`config.mk`:
```
export PLATFORM = sky130hd
export DESIGN_NAME = calc_value
export DESIGN_NICKNAME = d
export VERILOG_FILES = /design/src/rtl/calc_value.sv
export SDC_FILE = /design/constraint.sdc
export NUM_CORES = 1
export LEC_CHECK = 0
export ABC_AREA = 0
export CAP_MARGIN = 25
export CORE_ASPECT_RATIO = 2
export CORE_MARGIN = 8
export CORE_UTILIZATION = 25
export DETAILED_ROUTE_END_ITERATION = 10
export SLEW_MARGIN = 40
export SYNTH_ARGS = -nofsm -noshare
export SYNTH_HDL_FRONTEND = slang
export SYNTH_SLANG_ARGS = --single-unit
```
`constraint.sdc`:
```
create_clock -name clk -period 6.4 [get_ports clk]
set_clock_uncertainty 0.15 [all_clocks]
set_input_delay 1.28 -clock clk [delete_from_list [all_inputs] [get_ports clk]]
set_output_delay 1.28 -clock clk [all_outputs]
set_load 0.02 [all_outputs]
```
`src/rtl/calc_value.sv`:
```
// -----------------------------------------------------------------------------
// calc_value
//
// Purpose:
//   Scales full_scale by a percentage with half-up rounding:
//     value = (percent * full_scale + 50) / 100
//   A small sequential datapath does the work in two phases:
//     - an 8-cycle shift-add multiply, followed by one cycle that adds the
//       rounding bias of 50;
//     - a restoring divide by 100 that produces one quotient bit per cycle.
//   The latency from the capture edge to the edge that raises done is fixed
//   at NUM_W+17 cycles and never depends on the operand values.
//
// Configuration:
//   CALC_VALUE_CLAMP_EN - when defined, a captured percent above 100 is
//                         replaced by 100, so value never exceeds full_scale.
//                         When undefined, percent is used as-is (0..255).
//                         Timing and handshake are the same in both builds.
//
// Ports:
//   clk         in   1        rising-edge clock
//   reset       in   1        asynchronous active-low reset
//   start       in   1        capture request, honoured in IDLE or DONE
//   percent     in   8        ratio in percent
//   full_scale  in   NUM_W    value corresponding to 100 percent
//   busy        out  1        computation in progress
//   done        out  1        value holds a valid result
//   value       out  NUM_W+2  rounded scaled result
// -----------------------------------------------------------------------------
module calc_value #(
  parameter int NUM_W = 19
) (
  input  logic             clk,
  input  logic             reset,
  input  logic             start,
  input  logic [7:0]       percent,
  input  logic [NUM_W-1:0] full_scale,
  output logic             busy,
  output logic             done,
  output logic [NUM_W+1:0] value
);

  // Product / dividend width: 255 * (2^NUM_W - 1) + 50 fits in NUM_W+8 bits.
  localparam int PROD_W = NUM_W + 8;
  // The counter has to reach PROD_W-1 in DIV and 8 in MULT.
  localparam int CNT_W  = $clog2(PROD_W);

  localparam logic [CNT_W-1:0]  MULT_LAST  = CNT_W'(8);
  localparam logic [CNT_W-1:0]  DIV_LAST   = CNT_W'(PROD_W - 1);
  localparam logic [CNT_W-1:0]  CNT_ONE    = CNT_W'(1);
  localparam logic [PROD_W-1:0] ROUND_BIAS = PROD_W'(50);
  localparam logic [7:0]        DIVISOR    = 8'd100;

  typedef enum logic [1:0] {
    IDLE = 2'd0,
    MULT = 2'd1,
    DIV  = 2'd2,
    DONE = 2'd3
  } state_t;

  state_t             state_reg;
  logic [7:0]         pct_reg;    // captured (possibly clamped) percent
  logic [NUM_W-1:0]   fs_reg;     // captured full_scale
  logic [PROD_W-1:0]  acc_reg;    // product, then dividend/quotient
  logic [6:0]         rem_reg;    // division remainder, always < 100
  logic [CNT_W-1:0]   count_reg;  // step counter within MULT or DIV

  // ---------------------------------------------------------------------------
  // Operand conditioning at capture time
  // ---------------------------------------------------------------------------
  logic [7:0] pct_capture;

`ifdef CALC_VALUE_CLAMP_EN
  assign pct_capture = (percent > 8'd100) ? 8'd100 : percent;
`else
  assign pct_capture = percent;
`endif

  // ---------------------------------------------------------------------------
  // Multiply step: add full_scale shifted by the current bit position when
  // that bit of percent is set. The operands themselves are never shifted, so
  // the captured values stay intact for the whole computation.
  // ---------------------------------------------------------------------------
  logic [PROD_W-1:0] partial_next;

  always_comb begin
    partial_next = '0;
    if (pct_reg[count_reg[2:0]]) begin
      partial_next = {8'd0, fs_reg} << count_reg;
    end
  end

  // ---------------------------------------------------------------------------
  // Restoring divide step: the dividend MSB shifts into the remainder, the
  // divisor is subtracted when it fits, and the quotient bit shifts into the
  // vacated LSB of acc_reg. After PROD_W steps acc_reg holds the quotient.
  // ---------------------------------------------------------------------------
  logic [7:0]        rem_shift;
  logic              q_bit;
  logic [6:0]        rem_next;
  logic [PROD_W-1:0] acc_shift;

  always_comb begin
    rem_shift = {rem_reg, acc_reg[PROD_W-1]};
    q_bit     = (rem_shift >= DIVISOR);
    rem_next  = q_bit ? 7'(rem_shift - DIVISOR) : rem_shift[6:0];
    acc_shift = {acc_reg[PROD_W-2:0], q_bit};
  end

  // ---------------------------------------------------------------------------
  // Control FSM with registered outputs
  // ---------------------------------------------------------------------------
  always_ff @(posedge clk or negedge reset) begin
    if (!reset) begin
      state_reg <= IDLE;
      pct_reg   <= '0;
      fs_reg    <= '0;
      acc_reg   <= '0;
      rem_reg   <= '0;
      count_reg <= '0;
      busy      <= 1'b0;
      done      <= 1'b0;
      value     <= '0;
    end else begin
      case (state_reg)
        IDLE, DONE: begin
          // value is left untouched so the previous result stays readable
          // until the new one loads.
          if (start) begin
            pct_reg   <= pct_capture;
            fs_reg    <= full_scale;
            acc_reg   <= '0;
            rem_reg   <= '0;
            count_reg <= '0;
            busy      <= 1'b1;
            done      <= 1'b0;
            state_reg <= MULT;
          end
        end

        MULT: begin
          if (count_reg == MULT_LAST) begin
            // Ninth cycle: fold in the half-up rounding bias.
            acc_reg   <= acc_reg + ROUND_BIAS;
            count_reg <= '0;
            state_reg <= DIV;
          end else begin
            acc_reg   <= acc_reg + partial_next;
            count_reg <= count_reg + CNT_ONE;
          end
        end

        DIV: begin
          acc_reg <= acc_shift;
          rem_reg <= rem_next;
          if (count_reg == DIV_LAST) begin
            // The quotient never needs more than NUM_W+2 bits.
            value     <= acc_shift[NUM_W+1:0];
            done      <= 1'b1;
            busy      <= 1'b0;
            count_reg <= '0;
            state_reg <= DONE;
          end else begin
            count_reg <= count_reg + CNT_ONE;
          end
        end

        default: begin
          state_reg <= IDLE;
        end
      endcase
    end
  end

endmodule

```
# After elaboration in Yosys (flattened, before gate mapping)
# Index checks and enable logic that the tools add are counted.
# W data, S select, Z words.
# totals
output_inout_bits	23
regBits	91
word_cells	55
# classes
n_mux	23
addsub	4
magnitude_cmp	2
n_reduce_logical	8
n_eq_ne	8
n_shift	1
# ops
operator	n
$mux W27	3
$pmux W27 S3	1
$add A27 B27 Y27	1
$add A27 B6 Y27 const B	1
$shl A19 B5 Y27	1
$mux W5	3
$pmux W5 S3	1
$mux W7	2
$pmux W7 S2	1
$ge A8 B7 Y1 const B	1
$sub A7 B7 Y7 const B	1
$mux W2	3
$ne A2 B2 Y1 const B	3
$pmux W2 S3	1
$reduce_and A2 Y1	3
$reduce_and A3 Y1	2
$add A5 B1 Y5 const B	1
$eq A5 B4 Y1 const B	1
$eq A5 B5 Y1 const B	1
$mux W1	5
$eq A2 B2 Y1 const B	2
$lt A3 B4 Y1 const B	1
$pmux W1 S2	2
$bmux W1 S3	1
4 further kinds	4

# Depth between registers and ports, before layout
# depth
depth_word	6
ltp_mapped	21

# Worst setup path after synthesis
# Ideal clock, no wire load.
# synth_path
kind	register to register
startpoint	reg count_reg[1]
endpoint	reg acc_reg[25]
setup_slack_ps	2555
path_stages_with_launch	16
arrival_ps	3552
setup_ps	142
required_time_ps	6108
period_less_slack_ps	3845
n_path_buf	4
path_cell_list	dfrtp_1 buf_2 buf_4 buf_4 mux4_2 mux2i_4 or2_1 clkbuf_1 nor2_1 ha_1 a21oi_1 o21ai_1 a221o_1 o21bai_2 a2111oi_1 o311ai_1
# synth_via
elab_chain_cells	6
elab_cells_between_ends	8
classes_between	add/sub (1); eq/ne (1); shift (1); mux (5)
# synth_rtl
item	line_no	source
start, declared	66	logic [CNT_W-1:0] count_reg;
start signal, assigned	149	count_reg <= count_reg + CNT_ONE;
start signal, assigned	164	count_reg <= count_reg + CNT_ONE;
parallel branches: the longest is 4 deep, another holds $add A27 B27 Y27	n/a	
$mux W27 *	142	if (count_reg == MULT_LAST) begin
$pmux W27 S3 *	125	case (state_reg)
end signal, assigned	144	acc_reg <= acc_reg + ROUND_BIAS;
end signal, assigned	148	acc_reg <= acc_reg + partial_next;
end signal, assigned	154	acc_reg <= acc_shift;
end, declared	64	logic [PROD_W-1:0] acc_reg;
# Every way passes the cells marked *. The select of a mux whose other input is x is not followed.
# A chain may end at the register's enable or synchronous reset.

# Worst setup path after layout
# layout_path
startpoint	reg count_reg[0]
endpoint	reg acc_reg[25]
# The elaborated chain is that of the path after synthesis.

==> flow_metrics.py <==
metrics = {
    "synth": {
        "muxShareOfSynthArea_pct": 15.6,
        "yosys_most_used_dff": "dfrtp_1",
        "synth_top_family_by_area": "compound AO/OA/AOI/OAI gates",
        "synth_xor_area_share_pct": 4.90,
        "synth_area_sq_mm": 0.00697,
        "ys_seq_elements": 91,
        "syn_avg_cell_area_sq_um": 8.93,
        "synthArstFlopShare_pct": 100,
        "syn-num-nets": 847,
        "synthAdderAreaFrac_pct": 6.57,
        "netlist-cell-type-count": 67,
        "yosysSeqAreaShare_pct": 32.7,
        "synth_edf_count": 0,
        "synth_cells": 781,
        "synth_compound_area_share_pct": 21.3,
        "synth-simple-area-share_pct": 14.9,
        "yosys_warnings": 0,
    },
    "global_routing": {
        "grt_max_degree": 75,
        "met3_usage_pct": 1.81,
        "grt_pass1_vias": 6244,
        "grt_pass1_wl_um": 32900,
        "use_met1_pct": 11.8,
        "grt_util_met2_pct": 23.5,
        "grt.overflow.total": 0,
        "grt_antenna_before_repair": 0,
        "track_usage_pct": 12.2,
        "top_usage_layer": "met2",
    },
    "critical_path": {
        "crit_chain": "buf_4, mux4_1, mux2i_1, nor2_1, a21oi_1, nor2_1, ha_1, nand2_1, or3_1, o21ai_0, nor2_1, o21bai_2, a2111oi_1, o311ai_1",
        "worstSetupPathType": "reg -> reg",
        "worst_path_most_repeated_cell": "nor2_1",
        "cp_slowest_cell": "dfrtp_1",
        "end_kind": "register",
        "cp_num_buf_inv": 1,
        "start_kind": "register",
        "cp_max_fo": 17,
        "cp_top_family": "compound AO/OA/AOI/OAI gates",
        "cp_data_required_time_ns": 6.48,
        "cp.arrival_ns": 4.76,
        "slowest_delay_ns": 0.66,
    },
    "sta": {
        "max_freq_mhz": 213,
        "fin_ws_ns": 1.72,
        "post-route-period-util_pct": 73.2,
        "finalWorstPathRequiredPeriod_ns": 4.68,
        "tightest_slew_ns": 0.725,
        "drv_slew": 0,
        "tns_ns": 0,
        "relSlewSlack_pct": 51.6,
        "hold_viol_final": 0,
        "finalSetupViolCount": 0,
        "grt_setup_unrepaired": "no",
    },
    "placement": {
        "dp.cells": 1143,
        "hpwl_um": 15800,
        "io_buffers": 52,
        "place_congestion": 0.913,
        "pre_cts_slack_ns": 1.78,
    },
    "die": {
        "start_util_pct": 25.3,
        "die_x_um": 134,
        "die_height_um": 252,
        "ios": 53,
        "core_area_sq_mm": 0.0275,
        "std_cell_rows": 86,
        "die_area_sq_mm": 0.0338,
    },
    "route": {
        "ant_nets": 0,
        "drt_first_pass_iters": 5,
        "post_drt_wl_per_cell_um": 17.6,
        "postRouteWirelength_um": 20400,
        "viasPerCell": 5.28,
        "drt_iter0_markers": 317,
        "drc": 0,
        "vias": 6116,
    },
    "outcome": {
        "status": "completed",
    },
    "cts": {
        "cts_num_sinks": 91,
        "cts_resized": 0,
        "tritoncts": "yes",
        "postCtsHoldBufs": 0,
        "htree_num_levels": 3,
        "clk_pin_slew_worst_paths_ns": 0.07,
        "cts_buffers": 9,
        "clock_path_buffers": 2,
        "clk_latency_ns": 0.36,
        "post-cts-setup-buffers": 0,
        "root_buffer": "clkbuf_16",
    },
    "final_layout": {
        "layout_common_cells": "dfrtp_1 (89), nor2_1 (65), nand2_1 (62), o21ai_0 (62), mux2_2 (58)",
        "layout-drive-gt1-share_pct": 12.4,
        "layout.nets": 868,
        "stdcell_count": 1159,
        "diodes": 0,
        "final_common_cell": "dfrtp_1",
        "syn2layout_area_growth_pct": 15.9,
        "largest_reg_flops": 27,
    },
    "power": {
        "power_mw": 3.37,
        "vdd_ir_drop_max_mv": 0.184,
        "power_density_mw_per_mm2": 417,
        "leakage_nw": 3.37,
    },
    "run": {
        "maxCapViolCount": 0,
    },
    "min_path": {
        "hold_class": "reg -> reg",
    },
}
-- through the flow --
step / hold slack [ns] / utilization [%] / area, sq um
final: 0.354 / 29.4 / 8090
after CTS: 0.357 / 29.4 / 8090
after global routing: 0.374 / 29.4 / 8090
after floorplan: 0.320 / - / 6970
after global placement: 0.338 / 28.3 / 7790
after detailed placement: 0.343 / 28.3 / 7800
-- cell type report --
| class | instances | area, sq um |
|---|---|---|
| Tap cell | 352 | 440 |
| Fill cell | 2970 | 19500 |
| Multi-Input combinational cell | 621 | 4430 |
| Sequential cell | 91 | 2280 |
| Clock buffer | 9 | 225 |
| Timing Repair Buffer | 60 | 582 |
| Clock inverter | 7 | 60.1 |
| Inverter | 19 | 71.3 |
-- path summary, 6_finish.rpt --
check,startpoint,end,slack [ns],cells past startpoint
max in group asynchronous,reset,count_reg[3]$_DFFE_PN0P_,4.49,2
min in group asynchronous,reset,value[5]$_DFFE_PN0P_,0.62,1
hold reg to reg,pct_reg[0]$_DFFE_PN0P_,pct_reg[0]$_DFFE_PN0P_,0.35,1
setup / recovery,count_reg[0]$_DFFE_PN0P_,acc_reg[25]$_DFFE_PN0P_,1.72,14
hold / removal,pct_reg[0]$_DFFE_PN0P_,pct_reg[0]$_DFFE_PN0P_,0.35,1
setup reg to reg,count_reg[0]$_DFFE_PN0P_,acc_reg[25]$_DFFE_PN0P_,1.72,14
-- synthesized netlist by cell type (9+ instances only) --
cell	count	area, sq um
o21ai_0	62	310
nand2_1	63	236
xor2_1	19	166
a22oi_1	15	113
nor2_1	66	248
nor2b_1	12	75.1
a21o_1	15	113
mux2i_1	27	270
a31oi_1	9	56.3
and3_1	10	62.6
a211oi_1	11	82.6
mux2_2	58	653
nor3_1	13	65.1
nand2b_1	12	75.1
a21oi_1	39	195
ha_1	35	438
clkbuf_1	41	154
dfrtp_1	91	2280
o21ai_1	18	90.1
xnor2_1	20	175
nand3_1	28	140
inv_1	18	67.6
-- cells by family after synthesis --
group | Yosys count
mux | 93
flops | 91
buf+inv | 69
compound gates | 229
simple gates | 224
xor+xnor | 39
fa+ha+maj | 36
-- where the power goes --
part           switching [mW]  internal (mW)
Clock                   0.256          0.269
Sequential              0.215          0.718
Combinational            1.14          0.773
-- routing by layer --
layer / share of wire, % / up-vias
met3: 3.6 / 63
li1: - / 2922
met1: 36 / 2947
met4: 4.9 / 0
met2: 55 / 184
met5: 0 / -
Note: power is estimated with default switching activity, not from simulation.
